$ cat src/rtl/pipe_ctrl_pkg.sv
// pipe_ctrl_pkg: state encodings and stall/flush bit indices for the pipeline hazard controller
package pipe_ctrl_pkg;
  typedef enum logic [1:0] {
    CTRL_IDLE  = 2'd0,
    CTRL_PEND  = 2'd1,
    CTRL_FLUSH = 2'd2
  } ctrl_state_e;
  localparam int STALL_PC   = 0;
  localparam int STALL_IFID = 1;
  localparam int STALL_IDEX = 2;
  localparam int STALL_EXMEM = 3;
  localparam int STALL_WB   = 4;
  localparam int FLUSH_IFID = 0;
  localparam int FLUSH_IDEX = 1;
endpackage

$ cat src/rtl/pipe_ctrl.sv
// pipe_ctrl: 5-stage pipeline stall/flush/redirect controller; PIPE_CTRL_PERF_EN adds perf counters
module pipe_ctrl
  import pipe_ctrl_pkg::*;
#(
  parameter logic [31:0] RST_PC       = 32'h0000_0000,
  parameter int          FLUSH_CYCLES = 2
) (
  input  logic        clk,
  input  logic        rst,
  input  logic        ex_jump_flag_i,
  input  logic [31:0] ex_jump_addr_i,
  input  logic        id_load_use_i,
  input  logic        if_busy_i,
  input  logic        mem_busy_i,
  output logic [4:0]  ctrl_stall_o,
  output logic [1:0]  ctrl_flush_o,
  output logic        ctrl_jump_flag_o,
`ifdef PIPE_CTRL_PERF_EN
  output logic [31:0] ctrl_stall_cnt_o,
  output logic [31:0] ctrl_flush_cnt_o,
  output logic [31:0] ctrl_redir_cnt_o,
`endif
  output logic [31:0] ctrl_jump_addr_o
);
  localparam logic [1:0] LAST = 2'(FLUSH_CYCLES - 1);
  localparam logic [4:0] HOLD_FRONT = (5'b1 << STALL_PC) | (5'b1 << STALL_IFID);
  localparam logic [1:0] BUBBLE_EX  = 2'b1 << FLUSH_IDEX;
  localparam logic [1:0] BUBBLE_ID  = 2'b1 << FLUSH_IFID;
  ctrl_state_e r_state, w_next;
  logic [1:0]  r_cnt, w_cnt_next;
  logic [31:0] r_target, w_target_next, w_addr;
  logic [4:0]  w_stall;
  logic [1:0]  w_flush;
  logic        w_jump, w_same;
  ctrl_state_e w_issue_state;
  assign w_issue_state = (LAST == 2'd0) ? CTRL_IDLE : CTRL_FLUSH;
  always_comb begin
    w_stall       = '0;
    w_flush       = '0;
    w_jump        = 1'b0;
    w_same        = 1'b0;
    w_next        = r_state;
    w_cnt_next    = r_cnt;
    w_target_next = r_target;
    if (mem_busy_i) begin
      w_stall = '1;
      if (r_state == CTRL_IDLE && ex_jump_flag_i) begin
        w_next        = CTRL_PEND;
        w_target_next = ex_jump_addr_i;
      end
    end else begin
      case (r_state)
        CTRL_IDLE: begin
          if (ex_jump_flag_i) begin
            w_target_next = ex_jump_addr_i;
            w_jump        = !if_busy_i;
            w_same        = !if_busy_i;
            w_stall       = if_busy_i ? HOLD_FRONT : '0;
            w_flush       = if_busy_i ? BUBBLE_EX : 2'b11;
            w_next        = if_busy_i ? CTRL_PEND : w_issue_state;
            w_cnt_next    = if_busy_i ? r_cnt : LAST;
          end else if (id_load_use_i) begin
            w_stall = HOLD_FRONT;
            w_flush = BUBBLE_EX;
          end else if (if_busy_i) begin
            w_stall = HOLD_FRONT;
            w_flush = BUBBLE_ID;
          end
        end
        CTRL_PEND: begin
          // keep EX empty while waiting so the resolved branch never re-executes
          w_stall    = if_busy_i ? HOLD_FRONT : '0;
          w_flush    = if_busy_i ? BUBBLE_EX : 2'b11;
          w_jump     = !if_busy_i;
          w_next     = if_busy_i ? CTRL_PEND : w_issue_state;
          w_cnt_next = if_busy_i ? r_cnt : LAST;
        end
        CTRL_FLUSH: begin
          w_stall    = if_busy_i ? HOLD_FRONT : '0;
          w_flush    = 2'b11;
          w_next     = (r_cnt <= 2'd1) ? CTRL_IDLE : CTRL_FLUSH;
          w_cnt_next = (r_cnt == 2'd0) ? 2'd0 : r_cnt - 2'd1;
        end
        default: w_next = CTRL_IDLE;
      endcase
    end
  end
  assign w_addr           = w_same ? ex_jump_addr_i : r_target;
  assign ctrl_stall_o     = rst ? '0 : w_stall;
  assign ctrl_flush_o     = rst ? '0 : w_flush;
  assign ctrl_jump_flag_o = !rst && w_jump;
  assign ctrl_jump_addr_o = rst ? RST_PC : {w_addr[31:1], 1'b0};
  always_ff @(posedge clk) begin
    if (rst) begin
      r_state  <= CTRL_IDLE;
      r_cnt    <= '0;
      r_target <= RST_PC;
    end else begin
      r_state  <= w_next;
      r_cnt    <= w_cnt_next;
      r_target <= w_target_next;
    end
  end
`ifdef PIPE_CTRL_PERF_EN
  logic [31:0] r_stall_cnt, r_flush_cnt, r_redir_cnt;
  always_ff @(posedge clk) begin
    if (rst) begin
      r_stall_cnt <= '0;
      r_flush_cnt <= '0;
      r_redir_cnt <= '0;
    end else begin
      r_stall_cnt <= r_stall_cnt + 32'(ctrl_stall_o[STALL_PC]);
      r_flush_cnt <= r_flush_cnt + 32'(|ctrl_flush_o);
      r_redir_cnt <= r_redir_cnt + 32'(ctrl_jump_flag_o);
    end
  end
  assign ctrl_stall_cnt_o = r_stall_cnt;
  assign ctrl_flush_cnt_o = r_flush_cnt;
  assign ctrl_redir_cnt_o = r_redir_cnt;
`endif
endmodule

$ cat config.mk
export PLATFORM = sky130hd
export DESIGN_NAME = pipe_ctrl
export DESIGN_NICKNAME = d
export VERILOG_FILES = /design/src/rtl/pipe_ctrl_pkg.sv /design/src/rtl/pipe_ctrl.sv
export SDC_FILE = /design/constraint.sdc
export NUM_CORES = 1
export LEC_CHECK = 0
export CORE_MARGIN = 3
export CORE_UTILIZATION = 46
export CTS_BUF_LIST = sky130_fd_sc_hd__clkbuf_8
export CTS_CLUSTER_DIAMETER = 50
export DETAILED_ROUTE_END_ITERATION = 6
export PLACE_DENSITY = 0.92
export SLEW_MARGIN = 20
export SYNTH_ARGS = -nofsm -noshare
export SYNTH_HDL_FRONTEND = slang
export SYNTH_SLANG_ARGS = --single-unit
$ cat constraint.sdc
create_clock -name clk -period 2.3 [get_ports clk]
set_input_delay 0.69 -clock clk [delete_from_list [all_inputs] [get_ports clk]]
set_output_delay 0.69 -clock clk [all_outputs]
set_load 0.005 [all_outputs]
# [After elaboration in Yosys (flattened, before gate mapping)]
# Index checks and enable logic that the tools add are counted.
[op_classes] addsub=1 magnitude_cmp=1 n_eq_ne=5 n_mux=34 bitwise=1 reduce_logical=13
[ops] operator="$mux W32" count=6
[ops] operator="$mux W2" count=15
[ops] operator="$pmux W2 S3" count=3
[ops] operator="$mux W5" count=2
[ops] operator="$mux W1" count=6
[ops] operator="$reduce_and A3 Y1" count=2
[ops] operator="$logic_not A2 Y1" count=2
[ops] operator="$pmux W2 S2" count=1
[ops] operator="$reduce_bool A2 Y1" count=2
[ops] operator="$ne A3 B3 Y1 const B" count=1
[ops] operator="$reduce_bool A3 Y1" count=1
[ops] operator="$eq A2 B1 Y1 const B" count=1
[ops] operator="$eq A2 B2 Y1 const B" count=1
[ops] operator="$le A2 B1 Y1 const B" count=1
[ops] operator="$logic_and A1 B1 Y1" count=2
[ops] operator="$logic_not A1 Y1" count=2
[ops] operator="$ne A2 B1 Y1 const B" count=1
[ops] operator="$ne A2 B2 Y1 const B" count=1
[ops] operator="$pmux W1 S2" count=1
[ops] operator="$reduce_and A2 Y1" count=1
[ops] operator="$reduce_or A2 Y1" count=1
[ops] operator="$sub A2 B1 Y2 const B" count=1
[ops] operator="$not A1 Y1" count=1
[totals] ff_bits=36 output_inout_bits=40 word_cells=58

# [Logic depth before layout (Yosys ltp)]
# Gate-level depths: netlist (run 1).
[depth] ltp_word=6 ltp_mapped=7 mapped_depth_nobuf=5

# [Worst setup path before layout (run 1)]
# OpenSTA, ideal clock, no wires.
[synth_path] kind="input-to-output" startpoint="in if_busy_i" endpoint="out ctrl_jump_addr_o[10]" arrival_time_ns=1.520 path_slack_ns=0.090 cell_stages=5 n_path_buf=2 path_cell_list="clkbuf_1 nand4bb_1 buf_2 nand2_1 a21oi_1"
[synth_between] elab_chain_len=6
[synth_rtl] element="from (decl)" line="pipe_ctrl.sv:13" rtl="input logic if_busy_i,"
[synth_rtl] element="$logic_not A1 Y1" line="pipe_ctrl.sv:57" rtl="w_same = !if_busy_i;"
[synth_rtl] element="$mux W1" line="pipe_ctrl.sv:54" rtl="if (ex_jump_flag_i) begin"
[synth_rtl] element="$mux W1" line="pipe_ctrl.sv:52" rtl="case (r_state)"
[synth_rtl] element="$mux W1" line="pipe_ctrl.sv:45" rtl="if (mem_busy_i) begin"
[synth_rtl] element="$mux W32" line="pipe_ctrl.sv:88" rtl="assign w_addr = w_same ? ex_jump_addr_i : r_target;"
[synth_rtl] element="$mux W32" line="pipe_ctrl.sv:92" rtl="assign ctrl_jump_addr_o = rst ? RST_PC : {w_addr[31:1], 1'b0};"
[synth_rtl] element="to (decl)" line="pipe_ctrl.sv:23" rtl="output logic [31:0] ctrl_jump_addr_o"
# No other way between the ends.

# [Final worst setup path (run 1)]
[layout_path] startpoint="in mem_busy_i" endpoint="out ctrl_stall_o[3]"
[layout_between] elab_chain_len=2
[layout_rtl] element="from (decl)" line="pipe_ctrl.sv:14" rtl="input logic mem_busy_i,"
[layout_rtl] element="$mux W5" line="pipe_ctrl.sv:45"
[layout_rtl] element="$mux W5" line="pipe_ctrl.sv:89" rtl="assign ctrl_stall_o = rst ? '0 : w_stall;"
[layout_rtl] element="to (decl)" line="pipe_ctrl.sv:15" rtl="output logic [4:0] ctrl_stall_o,"
# No other way between the ends.

==> reports/qor.yml, run 1 <==
postCtsHoldBufs: 0
violations: "setup timing"
cts_root_buf: "clkbuf_8"
seq_area_frac_synth: 0.329
tritoncts: "built"
syn_avg_cell_area_um2: 7.26
crit_buf_inv: 4
drt-total-wl_mm: 7.85
cpPeakStageDelay_ns: 0.49
core_um2: 4410
synth_flop_cell: "dfxtp_1"
drtPass1Iterations: 6
drive_gt1_frac: 0.377
wl_per_cell_um: 17.6
grt_max_degree: 55
clock_skew_ns: 0.00672
rsz0062_at_grt: "true"
insertion_delay_ns: 0.29
io_buffers: 75
syn_inst: 293
hold_viol: 0
h-tree-depth: 2
drv_cap: 0
start_util: 0.482
std_cell_rows: 24
drt_iter0_markers: 234
numCtsBuffers: 5
grt_pass1_vias: 2303
ys_warn_count: 0
place.gp.congestion: 0.941
arrival_ns: 1.86
synth_cell_type_count: 33
grt_pass1_wl_mm: 10.9
finalWorstSetupSlack_ns: -0.245
ir_worst_vdd_mv: 0.266
drc_errors: 0
path_common_cell: "buf_4"
synth-seq-cells: 35
max_freq_mhz: 393
worstSetupStartpointType: "primary input"
dpl.hpwl_mm: 4.02
dp_slack_ns: -0.923
via_count: 2496
crit_path_top_delay_cell: "clkdlybuf4s50_1"
clockBufferDepth: 2
critical_path.cell_chain: "buf_2, buf_4, nor2b_2, buf_4, clkdlybuf4s50_1"
power_uw: 1770
cp.required_ns: 1.61
slew_violations: 0
nFillCells: 289
crit_type: "primary input to output pin"
setup_violations: 38
critical-path-top-delay-family: "buffers and inverters"
slew_headroom: 0.650
clkSinkCount: 35
antenna_cells: 0
finalCritPeriodShare: 1.11
io_pins: 78
layout-area-overhead-vs-synth_pct: 63.1
hp-class: "flip-flop to flip-flop"
cp-end-kind: "output pin"
die_area_um2: 5480
p_per_area_nw_per_um2: 509
status: "finished with violations"
worstPathMaxFanout: 8
synth-edff-count: 0
ys_async_sr_fraction: 0
die_h_um: 74.0
die_w_um: 74.0
clk_pin_slew_ns: 0.06
leakage_uw: 0.00152
layout_min_cycle_time_ns: 2.55
grt_usage: 0.254
overflow: 0
drtAntennaViolNets: 0
antenna_found_initial: 0
nets: 437
worstMarginPinSlew_ns: 0.525
synth.net_count: 336
synth_area_um2: 2130
vias_per_cell: 5.58
-- metrics by stage --
stage / TNS, ns / utilization / std cells / hold slack [ns] / instance area [um2]
detailed placement: -45.73 / 0.679 / 419 / 0.431 / 3000
finish: -5.01 / 0.786 / 447 / 0.443 / 3470
global route: -6.71 / 0.786 / 447 / 0.476 / 3470
floorplan: 0 / - / 293 / 0.409 / 2130
CTS: -3.83 / 0.756 / 441 / 0.441 / 3340
global placement: -44.45 / 0.679 / 419 / 0.419 / 3000
-- cells in the mapped netlist, types with 2 or more instances --
| cell | n | area (um2) |
|---|---|---|
| clkbuf_1 | 12 | 45.0 |
| nand2b_1 | 10 | 62.6 |
| a21oi_1 | 34 | 170 |
| ha_1 | 5 | 62.6 |
| buf_4 | 10 | 75.1 |
| buf_2 | 4 | 20.0 |
| inv_1 | 7 | 26.3 |
| nand2_1 | 116 | 435 |
| nor2b_1 | 2 | 12.5 |
| o21ai_0 | 2 | 10.0 |
| mux2i_1 | 33 | 330 |
| nor4_1 | 2 | 12.5 |
| nor2_1 | 2 | 7.51 |
| dfxtp_1 | 35 | 701 |
-- power breakdown --
| part | internal, uW | leakage, uW | switching (uW) |
|---|---|---|---|
| Clock | 203 | 0.0000505 | 213 |
| Sequential | 662 | 0.000289 | 34.4 |
| Combinational | 336 | 0.00118 | 319 |
| Total | 1200 | 0.00152 | 567 |
-- worst paths after layout --
check	from	endpoint	slack [ns]	cells after the start
setup reg to reg	r_state[1]	r_target[12]	0.37	8
hold / removal	r_cnt[1]	r_cnt[1]	0.44	2
hold reg to reg	r_cnt[1]	r_cnt[1]	0.44	2
setup / recovery	mem_busy_i	ctrl_stall_o[3]	-0.25	5
-- cell type report --
cell class | instances | area [um2] | area share
clock buffer | 5 | 68.8 | 0.0198
clock inverter | 3 | 12.5 | 0.00360
inverter | 8 | 35.0 | 0.0101
multi-input combinational | 224 | 1560 | 0.451
sequential | 35 | 706 | 0.203
tap | 52 | 65.1 | 0.0187
timing repair buffer | 120 | 1020 | 0.294
-- worst reg2reg max path: stages (launching register included) --
cell and delay [ns]:
dfxtp_2 0.34, inv_4 0.08, buf_6 0.10, ha_4 0.15
buf_6 0.11, mux2i_1 0.11, nor2b_4 0.41, buf_12 0.26
mux2i_1 0.28
-- logic make-up (layout without fill, tap and decap cells) --
family,count (synthesis),in the layout,synth area share
AOI/OAI and AO/OA,47,47,0.129
and+or+nand+nor,138,138,0.275
muxes,33,33,0.155
adders and majority gates,5,5,0.0294
other,1,1,0.00176
buffers and inverters,34,136,0.0800
DFF,35,35,0.329
-- cells in the final DEF (no fill, tap or decap), types with 2 or more instances in the layout --
cell               n
nand2_4           10
buf_4             29
inv_1              7
buf_8              6
buf_6             10
dfxtp_1           33
a21oi_1            7
nor2b_4            2
nand2_1          102
buf_12             3
a21oi_2           26
inv_4              2
nor2_1             2
mux2i_1           33
nand2_2            4
clkdlybuf4s50_1   34
clkbuf_8           5
ha_4               3
buf_2             36
nand2b_1          10
-- flip-flops by register name, indices dropped and copies added, names as in the netlist --
name / flops
r_cnt: 2
r_state: 2
r_target: 31
-- timing repair --
item,in CTS,in global routing
resized for setup,228,41
buffers inserted,12,8
setup endpoints to repair,70,39
pin swaps,26,20
gates cloned,3,1
-- layer usage --
layer	global-route usage	up-vias	routed length, um
li1	-	1162	-
met1	0.316	1194	3120
met2	0.456	119	3990
met3	0.0459	21	558
met4	0.0584	0	178
met5	0	-	0
Note: power is estimated with default switching activity, not from simulation.
==> inputs of run 2 (changes only) <==
--- a/config.mk
+++ b/config.mk
@@ -6,11 +6,11 @@
 export NUM_CORES = 1
 export LEC_CHECK = 0
 export CORE_MARGIN = 3
-export CORE_UTILIZATION = 46
+export CORE_UTILIZATION = 42
 export CTS_BUF_LIST = sky130_fd_sc_hd__clkbuf_8
 export CTS_CLUSTER_DIAMETER = 50
 export DETAILED_ROUTE_END_ITERATION = 6
-export PLACE_DENSITY = 0.92
+export PLACE_DENSITY = 0.89
 export SLEW_MARGIN = 20
 export SYNTH_ARGS = -nofsm -noshare
 export SYNTH_HDL_FRONTEND = slang
==> constraint.sdc (replaced) <==
create_clock -name clk -period 2.2 [get_ports clk]
set_input_delay 0.66 -clock clk [delete_from_list [all_inputs] [get_ports clk]]
set_output_delay 0.66 -clock clk [all_outputs]
set_load 0.005 [all_outputs]
==> run 2 against run 1 <==
Compared with the run above: the run still ends with setup timing left; setup slack better by 0.083 ns; largest cell class unchanged; combinational power down 6.4%; register-to-register slack worse by 0.09 ns; wire length down 15%; critical path type is now flip-flop to output pin; sequential power up 3.9%.
==> reports/qor.yml, run 2 (synthesis results as in run 1) <==
core_um2: 4820
p_per_area_nw_per_um2: 540
slew_headroom: 0.554
final_common_cell: "nand2_1"
start_util: 0.442
rsz0062_at_grt: "true"
io_pins: 78
die_h_um: 77.2
die_w_um: 77.2
worstSetupStartpointType: "flip-flop"
worstHoldEndpoint: "r_cnt[1]"
crit_type: "flip-flop to output pin"
hold_viol: 0
ir_worst_vdd_mv: 0.412
vias_per_cell: 5.08
drtAntennaViolNets: 0
dpl.hpwl_mm: 4.00
place.gp.congestion: 0.817
clockBufferDepth: 2
min_path_cells: 2
worstMarginPinSlew_ns: 0.668
drt-total-wl_mm: 6.67
utilization: 0.689
overflow: 0
drtPass1Iterations: 6
grt_usage: 0.226
clkSinkCount: 35
largest_register: "r_target"
crit_start: "r_state[1]"
std_cell_rows: 25
nFillCells: 400
cp-end-kind: "output pin"
wl_per_cell_um: 14.8
nets: 427
critical_path.cell_chain: "inv_4, ha_4, nor2b_4, a31oi_4, a2111oi_4, buf_2"
grt_pass1_vias: 2303
clock_skew_ns: 0.00881
layout_min_cycle_time_ns: 2.36
crit_path_top_delay_cell: "a2111oi_4"
hp-class: "flip-flop to flip-flop"
setup_violations: 36
worstPathMaxFanout: 3
slew_violations: 0
h-tree-depth: 2
numCtsBuffers: 5
drive_gt1_frac: 0.330
via_count: 2298
layout-area-overhead-vs-synth_pct: 55.9
grt_max_degree: 55
numPlacedInstances: 435
clk_pin_slew_ns: 0.08
rr_worst_depth: 7
top_regs: "r_target: 31 flops, r_cnt: 2 flops, r_state: 2 flops"
r2r-end: "r_target[19]"
hold_start: "r_cnt[1]"
power_uw: 1790
cp.required_ns: 1.54
io_buffers: 75
critical-path-top-delay-family: "compound AO/OA/AOI/OAI gates"
final_cell_mix: "106 x nand2_1, 37 x buf_2, 33 x mux2i_1, 33 x dfxtp_1, 31 x clkdlybuf4s50_1"
tns_ns: -4.27
cts_root_buf: "clkbuf_8"
drc_errors: 0
final_cell_count_no_fill: 452
cpPeakStageDelay_ns: 0.38
status: "finished with violations"
max_freq_mhz: 423
die_area_um2: 5960
drt_iter0_markers: 88
antenna_found_initial: 0
arrival_ns: 1.70
tritoncts: "built"
finalCritPeriodShare: 1.07
violations: "setup timing"
grt_pass1_wl_mm: 10.9
antenna_cells: 0
crit_buf_inv: 2
r2r_slack_ns: 0.28
leakage_uw: 0.00145
drv_cap: 0
r2r_start: "r_state[1]"
finalWorstSetupSlack_ns: -0.163
insertion_delay_ns: 0.29
largest_register_ffs: 31
[run 2: final cells by class]
type                    instances  area, um2  share of cell area
clock inverters                 3       16.3             0.00490
inverters                       8       35.0              0.0106
multi-input cells             225       1510               0.455
repair buffers                109        902               0.272
clock buffers                   5       68.8              0.0207
well taps                      67       83.8              0.0253
flip-flops and latches         35        703               0.212
[run 2: worst register-to-register path, delay by kind of cell (launching register included)]
kind,cells,cell delay [ns]
muxes,2,0.47
adders and majority gates,1,0.15
and+or+nand+nor,1,0.60
buffers and inverters,3,0.29
DFF,1,0.34
[run 2: metal layers]
metal / GRT usage / vias up / part of all wire
met5: 0 / - / 0
met4: 0.0943 / 0 / 0.027
met3: 0.0493 / 20 / 0.057
met2: 0.375 / 84 / 0.48
met1: 0.281 / 1055 / 0.43
li1: - / 1139 / -
[run 2: repair_timing]
item,in CTS,in global routing
hold buffers,0,0
gates resized for setup,212,22
gates cloned,3,0
setup endpoints to repair,70,36
pin swaps,16,18
buffers inserted,7,1
[run 2: worst max-delay path by stage]
stage / slack (ns) / cells past startpoint / to
floorplan: 0.05 / 5 / ctrl_jump_addr_o[10]
global placement: -0.95 / 5 / ctrl_flush_o[0]
detailed placement: -1.08 / 5 / ctrl_flush_o[0]
CTS: -0.19 / 9 / ctrl_jump_addr_o[1]
global route: -0.25 / 8 / ctrl_jump_addr_o[13]
finish: -0.16 / 6 / ctrl_flush_o[0]
[run 2: where the power goes]
| part | switching [uW] | internal (uW) | total [uW] |
|---|---|---|---|
| sequential | 32.0 | 692 | 724 |
| clock | 237 | 217 | 454 |
| combinational | 299 | 314 | 613 |
[run 2: per-stage QoR]
stage                     cell area, um2  hold slack, ns  setup slack, ns
after floorplan                     2130           0.409           0.0496
after global placement              3050           0.423           -0.946
after detailed placement            3050           0.437            -1.08
after CTS                           3240           0.448           -0.189
after global routing                3320           0.467           -0.253
final                               3320           0.451           -0.163
